`src/rtl/instrq_extra_feed.sv`:
```
// instrq_extra_feed
//
// Write-side feeder for the per-thread instruction-extra queue. Each accepted
// 4-slot fetch bundle is compacted so its valid extra entries sit, in age
// order, at the top of a 4-wide write (youngest in slot 3). A registered
// output stage (OUT) drives the queue write port, and a one-bundle skid
// register (SKID) absorbs queue back-pressure. An exception flushes
// everything belonging to the named thread.
//
// Configuration macro: INSTRQ_EXTRA_FEED_PERF_EN adds the PERF_W parameter
// and the stall_cycles port (saturating count of stalled cycles with OUT
// holding data). Without the macro neither exists.
//
// Ports:
//   clk, rst                  clock, synchronous active-high reset
//   except, except_thread     flush request and the thread being flushed
//   in_valid / in_ready       bundle handshake
//   in_thread, in_mask        bundle thread, per-slot valid (slot0 = oldest)
//   in_data0..3               slot payloads
//   fStall, doFStall          queue back-pressure (doFStall is combinational)
//   write_wen, write_thread   queue write strobe and thread
//   write_cnt                 one-hot entry count (bit k = k entries)
//   write_start               one-hot first occupied slot (bit4 = empty)
//   write_data0..3            right-justified entries
//   stall_cycles              optional perf counter

`ifndef instrQExtra_width
`define instrQExtra_width 32
`endif

module instrq_extra_feed #(
  parameter int DATA_WIDTH = `instrQExtra_width
`ifdef INSTRQ_EXTRA_FEED_PERF_EN
  , parameter int PERF_W = 16
`endif
) (
  input  logic                  clk,
  input  logic                  rst,
  input  logic                  except,
  input  logic                  except_thread,
  input  logic                  in_valid,
  output logic                  in_ready,
  input  logic                  in_thread,
  input  logic [3:0]            in_mask,
  input  logic [DATA_WIDTH-1:0] in_data0,
  input  logic [DATA_WIDTH-1:0] in_data1,
  input  logic [DATA_WIDTH-1:0] in_data2,
  input  logic [DATA_WIDTH-1:0] in_data3,
  input  logic                  fStall,
  input  logic                  doFStall,
  output logic                  write_wen,
  output logic                  write_thread,
  output logic [4:0]            write_cnt,
  output logic [4:0]            write_start,
  output logic [DATA_WIDTH-1:0] write_data0,
  output logic [DATA_WIDTH-1:0] write_data1,
  output logic [DATA_WIDTH-1:0] write_data2,
  output logic [DATA_WIDTH-1:0] write_data3
`ifdef INSTRQ_EXTRA_FEED_PERF_EN
  , output logic [PERF_W-1:0]   stall_cycles
`endif
);

  logic [DATA_WIDTH-1:0] in_data  [4];
  logic [DATA_WIDTH-1:0] new_data [4];
  logic [2:0]            new_n;
  logic [1:0]            slot;
  logic [4:0]            new_cnt;
  logic [4:0]            new_start;

  logic                  out_valid;
  logic                  out_thread;
  logic [4:0]            out_cnt;
  logic [4:0]            out_start;
  logic [DATA_WIDTH-1:0] out_data [4];

  logic                  skid_valid;
  logic                  skid_thread;
  logic [4:0]            skid_cnt;
  logic [4:0]            skid_start;
  logic [DATA_WIDTH-1:0] skid_data [4];

  logic out_live;
  logic skid_live;
  logic accept;
  logic take_new;
  logic adv;

  assign in_data[0] = in_data0;
  assign in_data[1] = in_data1;
  assign in_data[2] = in_data2;
  assign in_data[3] = in_data3;

  // Compaction: the first valid entry lands at slot 4-n and each later one
  // takes the next slot up, so the youngest always ends in slot 3. The 2-bit
  // slot pointer may wrap after the last write, but it is never used then.
  always_comb begin
    new_n = 3'd0;
    for (int i = 0; i < 4; i++) new_n = new_n + 3'(in_mask[i]);
    for (int i = 0; i < 4; i++) new_data[i] = '0;
    slot = 2'(3'd4 - new_n);
    for (int i = 0; i < 4; i++) begin
      if (in_mask[i]) begin
        new_data[slot] = in_data[i];
        slot = slot + 2'd1;
      end
    end
  end

  // 1<<(4-n) already yields 5'b00001 for n=4 and 5'b10000 for n=0.
  assign new_cnt   = 5'b00001 << new_n;
  assign new_start = 5'b00001 << (3'd4 - new_n);

  // Flush qualification: a register survives only if it is not for the
  // flushed thread. A killed OUT cannot write and frees up for the SKID.
  assign out_live  = out_valid  & ~(except & (out_thread  == except_thread));
  assign skid_live = skid_valid & ~(except & (skid_thread == except_thread));

  assign in_ready  = ~skid_valid;
  assign accept    = in_valid & in_ready;
  assign take_new  = accept & (new_n != 3'd0)
                   & ~(except & (in_thread == except_thread));

  assign write_wen = out_live & ~fStall & ~doFStall & ~rst;
  assign adv       = ~out_live | write_wen;

  // OUT/SKID update. When OUT advances, SKID (older) wins over a new bundle;
  // a new bundle can only arrive while SKID is empty since in_ready=~skid_valid.
  always_ff @(posedge clk) begin
    if (rst) begin
      out_valid   <= 1'b0;
      out_thread  <= 1'b0;
      out_cnt     <= 5'b00001;
      out_start   <= 5'b10000;
      skid_valid  <= 1'b0;
      skid_thread <= 1'b0;
      skid_cnt    <= 5'b00001;
      skid_start  <= 5'b10000;
      for (int i = 0; i < 4; i++) begin
        out_data[i]  <= '0;
        skid_data[i] <= '0;
      end
    end else if (adv) begin
      if (skid_live) begin
        out_valid  <= 1'b1;
        out_thread <= skid_thread;
        out_cnt    <= skid_cnt;
        out_start  <= skid_start;
        out_data   <= skid_data;
      end else if (take_new) begin
        out_valid  <= 1'b1;
        out_thread <= in_thread;
        out_cnt    <= new_cnt;
        out_start  <= new_start;
        out_data   <= new_data;
      end else begin
        out_valid  <= 1'b0;
      end
      skid_valid <= 1'b0;
    end else begin
      out_valid <= out_live;
      if (take_new) begin
        skid_valid  <= 1'b1;
        skid_thread <= in_thread;
        skid_cnt    <= new_cnt;
        skid_start  <= new_start;
        skid_data   <= new_data;
      end else begin
        skid_valid  <= skid_live;
      end
    end
  end

  assign write_thread = out_thread;
  assign write_cnt    = out_cnt;
  assign write_start  = out_start;
  assign write_data0  = out_data[0];
  assign write_data1  = out_data[1];
  assign write_data2  = out_data[2];
  assign write_data3  = out_data[3];

`ifdef INSTRQ_EXTRA_FEED_PERF_EN
  // Saturating count of cycles where OUT holds data but the queue refuses it.
  always_ff @(posedge clk) begin
    if (rst) begin
      stall_cycles <= '0;
    end else if (out_valid & (fStall | doFStall) & ~(&stall_cycles)) begin
      stall_cycles <= stall_cycles + PERF_W'(1);
    end
  end
`endif

endmodule

```
`config.mk`:
```
export PLATFORM = sky130hd
export DESIGN_NAME = instrq_extra_feed
export DESIGN_NICKNAME = d
export VERILOG_FILES = /design/src/rtl/instrq_extra_feed.sv
export SDC_FILE = /design/constraint.sdc
export NUM_CORES = 1
export LEC_CHECK = 0
export CAP_MARGIN = 40
export CORE_ASPECT_RATIO = 2
export CORE_MARGIN = 2
export CORE_UTILIZATION = 40
export DETAILED_ROUTE_END_ITERATION = 8
export PLACE_DENSITY = 0.66
export REMOVE_ABC_BUFFERS = 1
export SLEW_MARGIN = 20
export SYNTH_ARGS = -nofsm -noshare
export SYNTH_HDL_FRONTEND = slang
export SYNTH_SLANG_ARGS = --single-unit
```
`constraint.sdc`:
```
create_clock -name clk -period 6.33 [get_ports clk]
set_input_delay 1.266 -clock clk [delete_from_list [all_inputs] [get_ports clk]]
set_output_delay 1.266 -clock clk [all_outputs]
set_load 0.005 [all_outputs]
```
* After elaboration in Yosys (flattened, before gate mapping)
Cells that the tools add are included.
** Word-level totals
- Input bits :: 140
- Bits in latches :: 0
- Output and inout port bits :: 141
- Memory bits (writable) :: 0
- ROM bits :: 0
- Memories :: 0
- Bits in registers :: 280
** Cells by class
- Divide/modulo/power cells :: 0
- Order comparisons :: 8
- Multiply operators :: 0
- Bitwise logic cells :: 26
- Equal/unequal tests :: 3
- Reductions and logical operators :: 9
- Add/subtract/negate cells :: 7
- Mux-type cells :: 30
- Shifts and indexed selects :: 2
** Operators by type and width (number)
- 128-bit 2-to-1 mux :: 6
- 128-bit bitwise mux :: 3
- 32-bit demux with 2-bit select :: 4
- 128-bit AND :: 1
- 32-bit 2-to-1 mux :: 4
- 5-bit 2-to-1 mux :: 4
- 3-bit >= comparator, second input constant :: 4
- 3-bit by 1-bit less-than comparator with 1-bit output, second input constant :: 4
- 2-bit inverter with 3-bit output :: 4
- 1-bit AND :: 11
- 1-bit by 3-bit << shifter with 5-bit output, first input constant :: 2
- 1-bit inverter :: 9
- 2-bit by 1-bit adder with 2-bit output, second input constant :: 3
- 1-bit 2-to-1 mux :: 6
- 2-bit 2-to-1 mux :: 3
- 1-bit logical AND :: 4
- 2-bit AND reduction :: 2
- 2-bit by 1-bit adder with 3-bit output :: 1
- 3-bit by 1-bit adder with 3-bit output :: 1
- 1-bit equality test :: 3
- 3-bit nonzero test :: 1
- 3-bit subtractor, first input constant :: 1
- 1-bit by 1-bit adder with 2-bit output :: 1
- 2-bit nonzero test :: 1
- 2 further kinds :: 2

* Longest topological paths before layout
Gate-level depths: netlist (run 1).
- Depth in word-level cells :: 19
- Gate-level depth with buffers :: 18
- Depth with buffers taken out :: 15

* Worst setup path after synthesis (run 1)
OpenSTA, ideal clock, no wires.
- Path kind :: input -> register
- From :: input port in_mask[0]
- To :: register out_data (netlist bit write_data3[10])
- Cell stages on the path :: 16
- Data arrival time :: 5.022 ns
- Path slack :: 1.171 ns
- Library setup time :: 0.138 ns
- Cells stage by stage :: fa_1 -> ha_1 -> ha_1 -> ha_1 -> nor3b_2 -> nor2_1 -> ha_1 -> nand2_1 -> o21ai_0 -> ha_1 -> nand3_1 -> nor2_1 -> a31oi_2 -> buf_4 -> mux2i_1 -> o221ai_1
** Between the ends
- Cells in the longest elaborated chain, start to end :: 19
- Elaborated cells on any way between the ends :: 49
- Classes of those cells :: add/sub: 7; order compare: 8; mux: 20; bitwise: 7; reduce/logical: 7
** Ends and longest elaborated chain
- start, declared :: line 44 : input logic [3:0] in_mask,
- 1-bit by 1-bit adder with 2-bit output :: line 99 : for (int i = 0; i < 4; i++) new_n = new_n + 3'(in_mask[i]);
- 2-bit by 1-bit adder with 3-bit output :: line 99
- 3-bit by 1-bit adder with 3-bit output :: line 99
- 3-bit subtractor
- 2-bit by 1-bit adder with 2-bit output or 2-bit inverter with 3-bit output (tied branches) :: line 105, 104
- 2-bit 2-to-1 mux (tied with other cells) :: line 103 : if (in_mask[i]) begin
- 2-bit by 1-bit adder with 2-bit output (tied with other cells) :: line 105 : slot = slot + 2'd1;
- 2-bit 2-to-1 mux (tied with other cells) :: line 103
- [... 3 more ...]
- 3-bit >= comparator (implied by the code) (tied with other cells) :: line 104 : new_data[slot] = in_data[i];
- 1-bit logical AND (implied by the code) (tied with other cells) :: line 104
- 32-bit 2-to-1 mux (implied by the code) or 128-bit bitwise mux (tied branches) :: line 104
- 32-bit demux with 2-bit select or 128-bit 2-to-1 mux (tied branches) :: line 104, 103
- 128-bit bitwise mux :: line 104
- 128-bit 2-to-1 mux :: line 103
- 128-bit 2-to-1 mux :: line 150 : end else if (take_new) begin
- 128-bit 2-to-1 mux :: line 144 : if (skid_live) begin
- end signal, assigned :: line 149 : out_data <= skid_data;
- end signal, assigned :: line 155 : out_data <= new_data;
- end, declared :: line 75 : logic [DATA_WIDTH-1:0] out_data [4];
Parallel ways exist; a longest one is shown, timed or not. The select of a mux whose other input is x is not followed.
A chain may end at the register's enable or synchronous reset.

* Worst setup path after layout (run 1)
- From :: input port in_mask[3]
- To :: register out_data (netlist bit write_data2[23])
** Between the ends
- Cells in the longest elaborated chain, start to end :: 17
- Elaborated cells on any way between the ends :: 47
- Classes of those cells :: add/sub: 5; order compare: 8; mux: 20; bitwise: 7; reduce/logical: 7
** Ends and longest elaborated chain (line)
- 3-bit by 1-bit adder with 3-bit output :: 99
- 3-bit subtractor
- 2-bit by 1-bit adder with 2-bit output or 2-bit inverter with 3-bit output (tied branches) :: 105, 104
- 2-bit 2-to-1 mux (tied with other cells) :: 103
- 2-bit by 1-bit adder with 2-bit output (tied with other cells) :: 105
- 2-bit 2-to-1 mux (tied with other cells) :: 103
- 2-bit by 1-bit adder with 2-bit output (tied with other cells) :: 105
- 2-bit 2-to-1 mux (tied with other cells) :: 103
- 2-bit inverter with 3-bit output (implied by the code) (tied with other cells) :: 104
- 3-bit >= comparator (implied by the code) (tied with other cells) :: 104
- 1-bit logical AND (implied by the code) (tied with other cells) :: 104
- 32-bit 2-to-1 mux (implied by the code) or 128-bit bitwise mux (tied branches) :: 104
- 32-bit demux with 2-bit select or 128-bit 2-to-1 mux (tied branches) :: 104, 103
- 128-bit bitwise mux :: 104
- 128-bit 2-to-1 mux :: 103
- 128-bit 2-to-1 mux :: 150
- 128-bit 2-to-1 mux :: 144
Parallel ways exist; a longest one is shown, timed or not. The select of a mux whose other input is x is not followed.

==> results of run 1 <==
[Yosys cell counts, types with 6 or more instances]
| master | n |
|---|---|
| clkbuf_1 | 182 |
| nand3_1 | 11 |
| o21ai_0 | 131 |
| a221o_1 | 32 |
| inv_1 | 7 |
| dfxtp_1 | 276 |
| o221ai_1 | 64 |
| buf_2 | 19 |
| a211oi_1 | 68 |
| nor3_1 | 6 |
| buf_1 | 13 |
| o211ai_1 | 119 |
| nand4b_1 | 64 |
| o211ai_2 | 10 |
| a21oi_1 | 11 |
| a31oi_1 | 64 |
| mux2i_1 | 64 |
| nand2_1 | 184 |
| nor2_1 | 145 |
| buf_4 | 10 |
| a311oi_1 | 132 |
| nand2b_1 | 64 |
| ha_1 | 15 |
| or3_1 | 65 |
| and3_1 | 68 |
[stage by stage]
| stage | hold slack [ns] | instance area (um^2) |
|---|---|---|
| floorplan | 0.426 | 14600 |
| global placement | 0.434 | 18600 |
| detailed placement | 0.447 | 18800 |
| CTS | 0.457 | 19800 |
| global route | 0.471 | 19800 |
| finish | 0.457 | 19800 |
[cells in the final DEF (no fill, tap or decap), types with 3 or more instances in the layout]
| cell type | netlist | layout |
|---|---|---|
| clkinv_2 | 0 | 6 |
| clkdlybuf4s50_1 | 0 | 278 |
| ha_1 | 15 | 13 |
| and2_2 | 0 | 6 |
| a21oi_1 | 11 | 10 |
| clkbuf_16 | 0 | 27 |
| inv_1 | 7 | 7 |
| bufinv_16 | 0 | 4 |
| o211ai_2 | 10 | 9 |
| mux2i_1 | 64 | 64 |
| buf_16 | 0 | 5 |
| nor2_1 | 145 | 143 |
| or3_1 | 65 | 64 |
| nand3_1 | 11 | 10 |
| a311oi_1 | 132 | 132 |
| nor3_1 | 6 | 5 |
| o21ai_0 | 131 | 130 |
| clkbuf_8 | 0 | 4 |
| nand2b_1 | 64 | 64 |
| o211ai_1 | 119 | 119 |
| nand4b_1 | 64 | 64 |
| a211oi_1 | 68 | 67 |
| buf_12 | 0 | 16 |
| xor2_1 | 3 | 3 |
| o221ai_1 | 64 | 64 |
| a221o_1 | 32 | 32 |
| and3_1 | 68 | 68 |
| a31oi_1 | 64 | 64 |
| nand2_1 | 184 | 182 |
| dfxtp_1 | 276 | 276 |
| buf_4 | 10 | 36 |
| clkinvlp_4 | 0 | 3 |
[cell families after synthesis]
family | count (synthesis) | synth area share, %
XOR/XNOR | 5 | 0.388
flip-flops | 276 | 35.7
AND/OR/NAND/NOR | 622 | 20.8
multiplexers | 64 | 4.14
AO/OA/AOI/OAI | 649 | 31.4
adder cells (fa/ha/maj) | 16 | 1.34
buffers and inverters | 234 | 6.18
[power by group through the flow]
stage	combinational [uW]	clock [uW]	sequential, uW
6_report	2120	1740	2010
5_1_grt	2260	1820	2020
4_1_cts	2070	1760	2000
3_5_place_dp	2060	0	2040
3_3_place_gp	2010	0	2040
2_1_floorplan	1080	0	2020
[how the worst max path moves through the flow]
stage	slack, ns	depth (start not counted)	endpoint
3_3_place_gp	0.60	16	write_data3[11]$_SDFFE_PP0P_
3_5_place_dp	0.48	17	write_data2[10]$_SDFFE_PP0P_
2_1_floorplan	-5.92	10	skid_data[125]$_SDFFE_PP0P_
5_1_grt	0.63	18	skid_data[49]$_SDFFE_PP0P_
6_report	0.96	17	write_data2[23]$_SDFFE_PP0P_
4_1_cts	1.04	17	write_data2[23]$_SDFFE_PP0P_
[final cells by class]
cell class / instances / share of cell area (%)
Multi-Input combinational cell: 1356 / 46.2
Sequential cell: 276 / 27.9
Timing Repair Buffer: 336 / 17.8
Clock buffer: 33 / 3.73
Tap cell: 520 / 3.28
Clock inverter: 15 / 0.960
Inverter: 8 / 0.164
Antenna cell: 2 / 0.0253
[tightest hold or removal path, cell delays in order (launching register included)]
cell and delay (ns):
dfxtp_1 0.31, nand2_1 0.05, a21oi_1 0.05
[sequential cells by signal (all words and copies together) (netlist names)]
name	cells
skid_valid	1
write_data3	32
skid_data	128
write_data2	32
out_valid	1
write_data0	32
skid_thread	1
write_thread	1
skid_start	4
skid_cnt	4
write_data1	32
write_cnt	4
write_start	4
[per-layer routing]
layer | up-vias | wire length, um | global-route usage (%)
met5 | - | 55 | 0
met2 | 904 | 28100 | 46.3
met4 | 8 | 1880 | 10.8
met1 | 7688 | 24800 | 38.2
met3 | 148 | 6230 | 6.48
li1 | 7485 | - | -
==> reports/results.ini, run 1 <==
[sta]
skew_ns = 0.0230
worst_slew_pin_slew_ns = 0.860
fin_setup_tns_ns = 0
slew_headroom_pct = 42.7
fmax_ghz = 0.186
rsz0062_at_grt = false
finalHoldViolations = 0
slew_viol_final = 0
min_period_over_period_pct = 84.9
setup_violations = 0
setup_ws_ns = 0.957
period_needed_ns = 5.37

[cts]
cts_max_level = 1
cts_resized = 0
clk_pin_slew_ns = 0.07
cts_buffers = 27
cts.sink_count = 276
post_cts_buffers = 0
clk_path_buf_depth = 3
worstSkewPairLatency_ns = 0.56
cts_tree = built
ctsRootBufferMaster = clkbuf_16
postCtsHoldBufs = 0

[finish]
instances_no_fill = 2546
post-route-util_pct = 51.6
seq_area_um2 = 5530
fin_nets = 2161
layout-drive-gt1-share_pct = 7.31
nFillCells = 3619
multi_input_area_um2 = 9140
area_growth_pct = 28.0

[flow_run]
cap_violations = 0

[route]
firstDrtPassIters = 5
wl_per_cell_um = 24.0
drt_iter0_markers = 1438
viasPerCell = 6.38
route.detailed.drc = 0
antenna_left = 0
routed_wl_um = 61100
vias = 16200

[yosys]
synth_edf_count = 0
yosys-top-cells-area = dfxtp_1 36%, a311oi_1 7.5%, o211ai_1 5.8%, nand2_1 4.5%, clkbuf_1 4.4%
ys_warn_count = 0
ys_types = 52
seq_area_frac_synth_pct = 35.7
synth_top_area_share_pct = 35.7
syn-cell-area_um2 = 15500
synth_top_area_cell = dfxtp_1
async_flop_share_pct = 0
synthFlopType = dfxtp_1
syn_area_per_cell_um2 = 8.29
syn-instance-count = 1866
ys_ff_latch = 276

[worst_setup_path]
path_cells = clkdlybuf4s50_1, fa_1, ha_1, ha_1, ha_1, nor2_1, nor2_1, ha_2, nand2_1, o21ai_0, buf_4, ha_1, and2_2, buf_4, o21ai_0, mux2i_1, o221ai_1
crit_buf_inv = 3
r2r_end = write_data2[14]$_SDFFE_PP0P_
rr_startpoint = skid_thread$_SDFFE_PP0P_
reg2regPathDepth = 6
slowest_delay_ns = 0.57
cp_top_family = adder cells
crit_path_start_kind = input port
arrival_ns = 5.78
path_class = input port to flop
cp-end-kind = flop
cpMostUsedCell = ha_1
cp_data_required_time_ns = 6.73
critPathLaunch = in_mask[3]
rrSetupSlack_ns = 3.42
slowest_stage = buf_4
path_max_fanout = 48

[pwr]
sequentialPowerShare_pct = 34.2
p_int_uw = 3760
swShare_pct = 35.9
cellPowerDensity_nw_per_um2 = 296
p_leak_uw = 0.00660
power_frac_comb_pct = 36.1
ir_drop_uv = 252
p_switching_uw = 2110
power.share.clock_pct = 29.7
design_power_total_uw = 5860

[min_path]
worstHoldStart = skid_start[0]$_SDFFE_PP0P_
holdPathStages = 2
hold_end = skid_start[0]$_SDFFE_PP0P_
hp-class = flop to flop

[global_routing]
grt_first_pass_wirelength_um = 91800
grt_max_degree = 128
grt_pass1_vias = 15200
grt_use_total_pct = 29.0
grt-ovfl-total = 0
antenna_found_initial = 4

[floorplan]
die_y_um = 282
io_pins = 281
die_w_um = 143
core_area_um2 = 38400
start_util_pct = 40.3
die-area_um2 = 40400
row_count = 102

[place]
dpl_worst_slack_ns = 0.483
gp_congestion = 0.816
placed_cells = 2494
post-dp-hpwl_um = 37200
portBuffers = 280

[outcome]
outcome = complete, no violations

Power figures use the tool's default switching activity.
==> run 2: changes to the inputs <==
==> constraint.sdc (replaced) <==
create_clock -name clk -period 5.1 [get_ports clk]
set_input_delay 1.02 -clock clk [delete_from_list [all_inputs] [get_ports clk]]
set_output_delay 1.02 -clock clk [all_outputs]
set_load 0.005 [all_outputs]
==> run 2 against run 1 <==
Against the previous run: via count about the same; clock power is 17% higher; sequential cell count did not move; register-to-register slack worse by 0.93 ns; die area unchanged; setup slack got worse by 0.55 ns; critical endpoint is now skid_data[69]$_SDFFE_PP0P_; total power grew 24%; non-clock buffer count rose by 39; count of clock-buffer cells in the layout grew 5.
==> reports/results.ini, run 2 (synthesis results as in run 1) <==
[sta]
period_needed_ns = 4.69
finalHoldViolations = 0  ; unchanged
setup_ws_ns = 0.407  ; was 0.957 ns
setup_violations = 0  ; unchanged
worst_slew_pin_slew_ns = 1.14  ; was 0.860 ns
slew_headroom_pct = 23.8  ; was 42.7%
skew_ns = 0.0144  ; was 0.0230 ns
fin_hold_ws_ns = 0.454  ; was 0.457 ns
slew_viol_final = 0  ; unchanged
rsz0062_at_grt = false  ; unchanged
min_period_over_period_pct = 92.0
fmax_ghz = 0.213

[worst_setup_path]
slowest_stage = clkdlybuf4s50_1  ; was buf_4
reg2regPathDepth = 7  ; was 6
path_cells = clkdlybuf4s50_1, fa_1, ha_1, ha_1, ha_1, nor3b_2, nor2_1, ha_2, nand2_1, o21ai_0, ha_1, nand3b_1, nor2_1, a41o_2, buf_12, nand2_1, a311oi_1  ; was clkdlybuf4s50_1, fa_1, ha_1, ha_1, ha_1, nor2_1, nor2_1, ha_2, nand2_1, o21ai_0, buf_4, ha_1, and2_2, buf_4, o21ai_0, mux2i_1, o221ai_1
crit_buf_inv = 2  ; was 3
path_class = input port to flop  ; unchanged
cp-end-kind = flop  ; unchanged
cp_top_family = adder cells  ; unchanged
cpMostUsedCell = ha_1  ; unchanged
rr_startpoint = write_thread$_SDFFE_PP0P_  ; was skid_thread$_SDFFE_PP0P_
arrival_ns = 5.13  ; was 5.78 ns
slowest_delay_ns = 0.54  ; was 0.57 ns
rrSetupSlack_ns = 2.49  ; was 3.42 ns
r2r_end = write_data2[25]$_SDFFE_PP0P_  ; was write_data2[14]$_SDFFE_PP0P_
cp_data_required_time_ns = 5.54  ; was 6.73 ns
path_max_fanout = 10  ; was 48
crit_path_start_kind = input port  ; unchanged

[route]
routed_wl_um = 60000  ; was 61100 um
drt_iter0_markers = 1462  ; was 1438
antenna_left = 0  ; unchanged
viasPerCell = 6.28  ; was 6.38
wl_per_cell_um = 23.2  ; was 24.0 um
vias = 16200  ; about the same
route.detailed.drc = 0  ; unchanged
firstDrtPassIters = 5  ; unchanged

[global_routing]
antenna_found_initial = 4  ; unchanged
grt_max_degree = 239  ; was 128
grt_first_pass_wirelength_um = 91000  ; was 91800 um
grt_use_total_pct = 28.6  ; was 29.0%
grt_use_met1_pct = 37.9  ; was 38.2%
use_met3_pct = 5.82  ; was 6.48%
grt_busiest_layer = met2  ; unchanged
grt-ovfl-total = 0  ; unchanged
grt_pass1_vias = 15400  ; was 15200
grt_use_met2_pct = 45.6  ; was 46.3%

[floorplan]
io_pins = 281  ; unchanged
core_area_um2 = 38400  ; unchanged
row_count = 102  ; unchanged
die-area_um2 = 40400  ; unchanged
die_y_um = 282  ; unchanged
die_w_um = 143  ; unchanged
start_util_pct = 40.3  ; unchanged

[min_path]
worstHoldStart = skid_cnt[0]$_SDFFE_PP1P_  ; was skid_start[0]$_SDFFE_PP0P_
holdPathStages = 1  ; was 2
hp-class = flop to flop  ; unchanged
hold_end = skid_cnt[0]$_SDFFE_PP1P_  ; was skid_start[0]$_SDFFE_PP0P_

[finish]
final_common_cell = clkdlybuf4s50_1  ; unchanged
area_growth_pct = 30.2  ; was 28.0%
top_register = skid_data  ; unchanged
mostFrequentLayoutCells = 278 x clkdlybuf4s50_1, 276 x dfxtp_1, 182 x nand2_1  ; unchanged
largest_register_ffs = 128  ; unchanged
fin_nets = 2199  ; was 2161
layout-drive-gt1-share_pct = 8.92  ; was 7.31%
post-route-util_pct = 52.5  ; was 51.6%

[pwr]
cellPowerDensity_nw_per_um2 = 360  ; was 296 nW/um^2
ir_drop_uv = 264  ; was 252 uV
p_leak_uw = 0.00681  ; was 0.00660 uW

[cts]
cts_resized = 0  ; unchanged
clk_path_buf_depth = 3  ; unchanged
cts_buffers = 26  ; was 27
cts_max_level = 1  ; unchanged
cts_tree = built  ; unchanged
cts.sink_count = 276  ; unchanged
ctsRootBufferMaster = clkbuf_16  ; unchanged
worstSkewPairLatency_ns = 0.56  ; about the same
clk_pin_slew_ns = 0.07  ; about the same
post_cts_buffers = 0  ; unchanged
postCtsHoldBufs = 0  ; unchanged

[outcome]
outcome = complete, no violations  ; unchanged

[place]
gp_congestion = 0.877  ; was 0.816
portBuffers = 280  ; unchanged
post-dp-hpwl_um = 38500  ; was 37200 um
dpl_worst_slack_ns = -0.105  ; was 0.483 ns

[flow_run]
cap_violations = 0  ; unchanged

-- run 2: cell count changes in the layout (fill, tap and decap cells not counted), moves of 2 or more --
cell / change
clkinvlp_4: -2
bufinv_16: -3
clkbuf_8: +3
buf_16: -4
clkbuf_1: +2
buf_4: +28
buf_12: +15
-- run 2: cell type report --
class	instances	area, um^2
multi-input cells	1356	9140
clock inverters	9	82.6
inverters	8	32.5
fillers	3636	18300
clock buffers	38	787
diodes	3	7.51
repair buffers	375	3930
flip-flops and latches	276	5530
well taps	520	651
-- run 2: worst max path at each step --
stage                                         endpoint       start  slack, ns  cells after the start
after floorplan            skid_data[125]$_SDFFE_PP0P_  in_mask[0]      -6.90                     10
after global placement    write_data1[30]$_SDFFE_PP0P_  in_mask[0]      -0.06                     17
after detailed placement   write_data1[6]$_SDFFE_PP0P_  in_mask[3]      -0.11                     17
after CTS                   skid_data[69]$_SDFFE_PP0P_  in_mask[3]       0.43                     17
after global routing        skid_data[69]$_SDFFE_PP0P_  in_mask[0]       0.17                     17
final                       skid_data[69]$_SDFFE_PP0P_  in_mask[3]       0.41                     17
-- run 2: where the power goes --
part           switching [uW]  internal (uW)
registers                 128           2360
clock network             914           1120
logic                    1560           1160
total                    2610           4650
-- run 2: layer usage --
layer,part of all wire (%),vias to the layer above
li1,-,7541
met1,41,7614
met2,46,921
met3,10,155
met4,2.9,6
met5,0.065,-
-- run 2: per-stage QoR --
step / cell area [um^2] / setup TNS (ns) / total power [uW] / std cells
finish: 20200 / 0 / 7260 / 2585
global route: 20100 / 0 / 7570 / 2583
CTS: 20100 / 0 / 7240 / 2580
detailed placement: 19200 / -6.18 / 5200 / 2533
global placement: 19200 / -0.479 / 5180 / 2532
floorplan: 14600 / -1494.78 / 3850 / 1640
-- run 2: worst register-to-register path, cell delays in order, from the launching register on --
cell      delay, ns
dfxtp_1        0.33
xnor2_1        0.37
a211o_2        0.22
buf_4          0.41
o21ai_1        0.16
or3_2          0.47
buf_4          0.28
o221ai_1       0.29
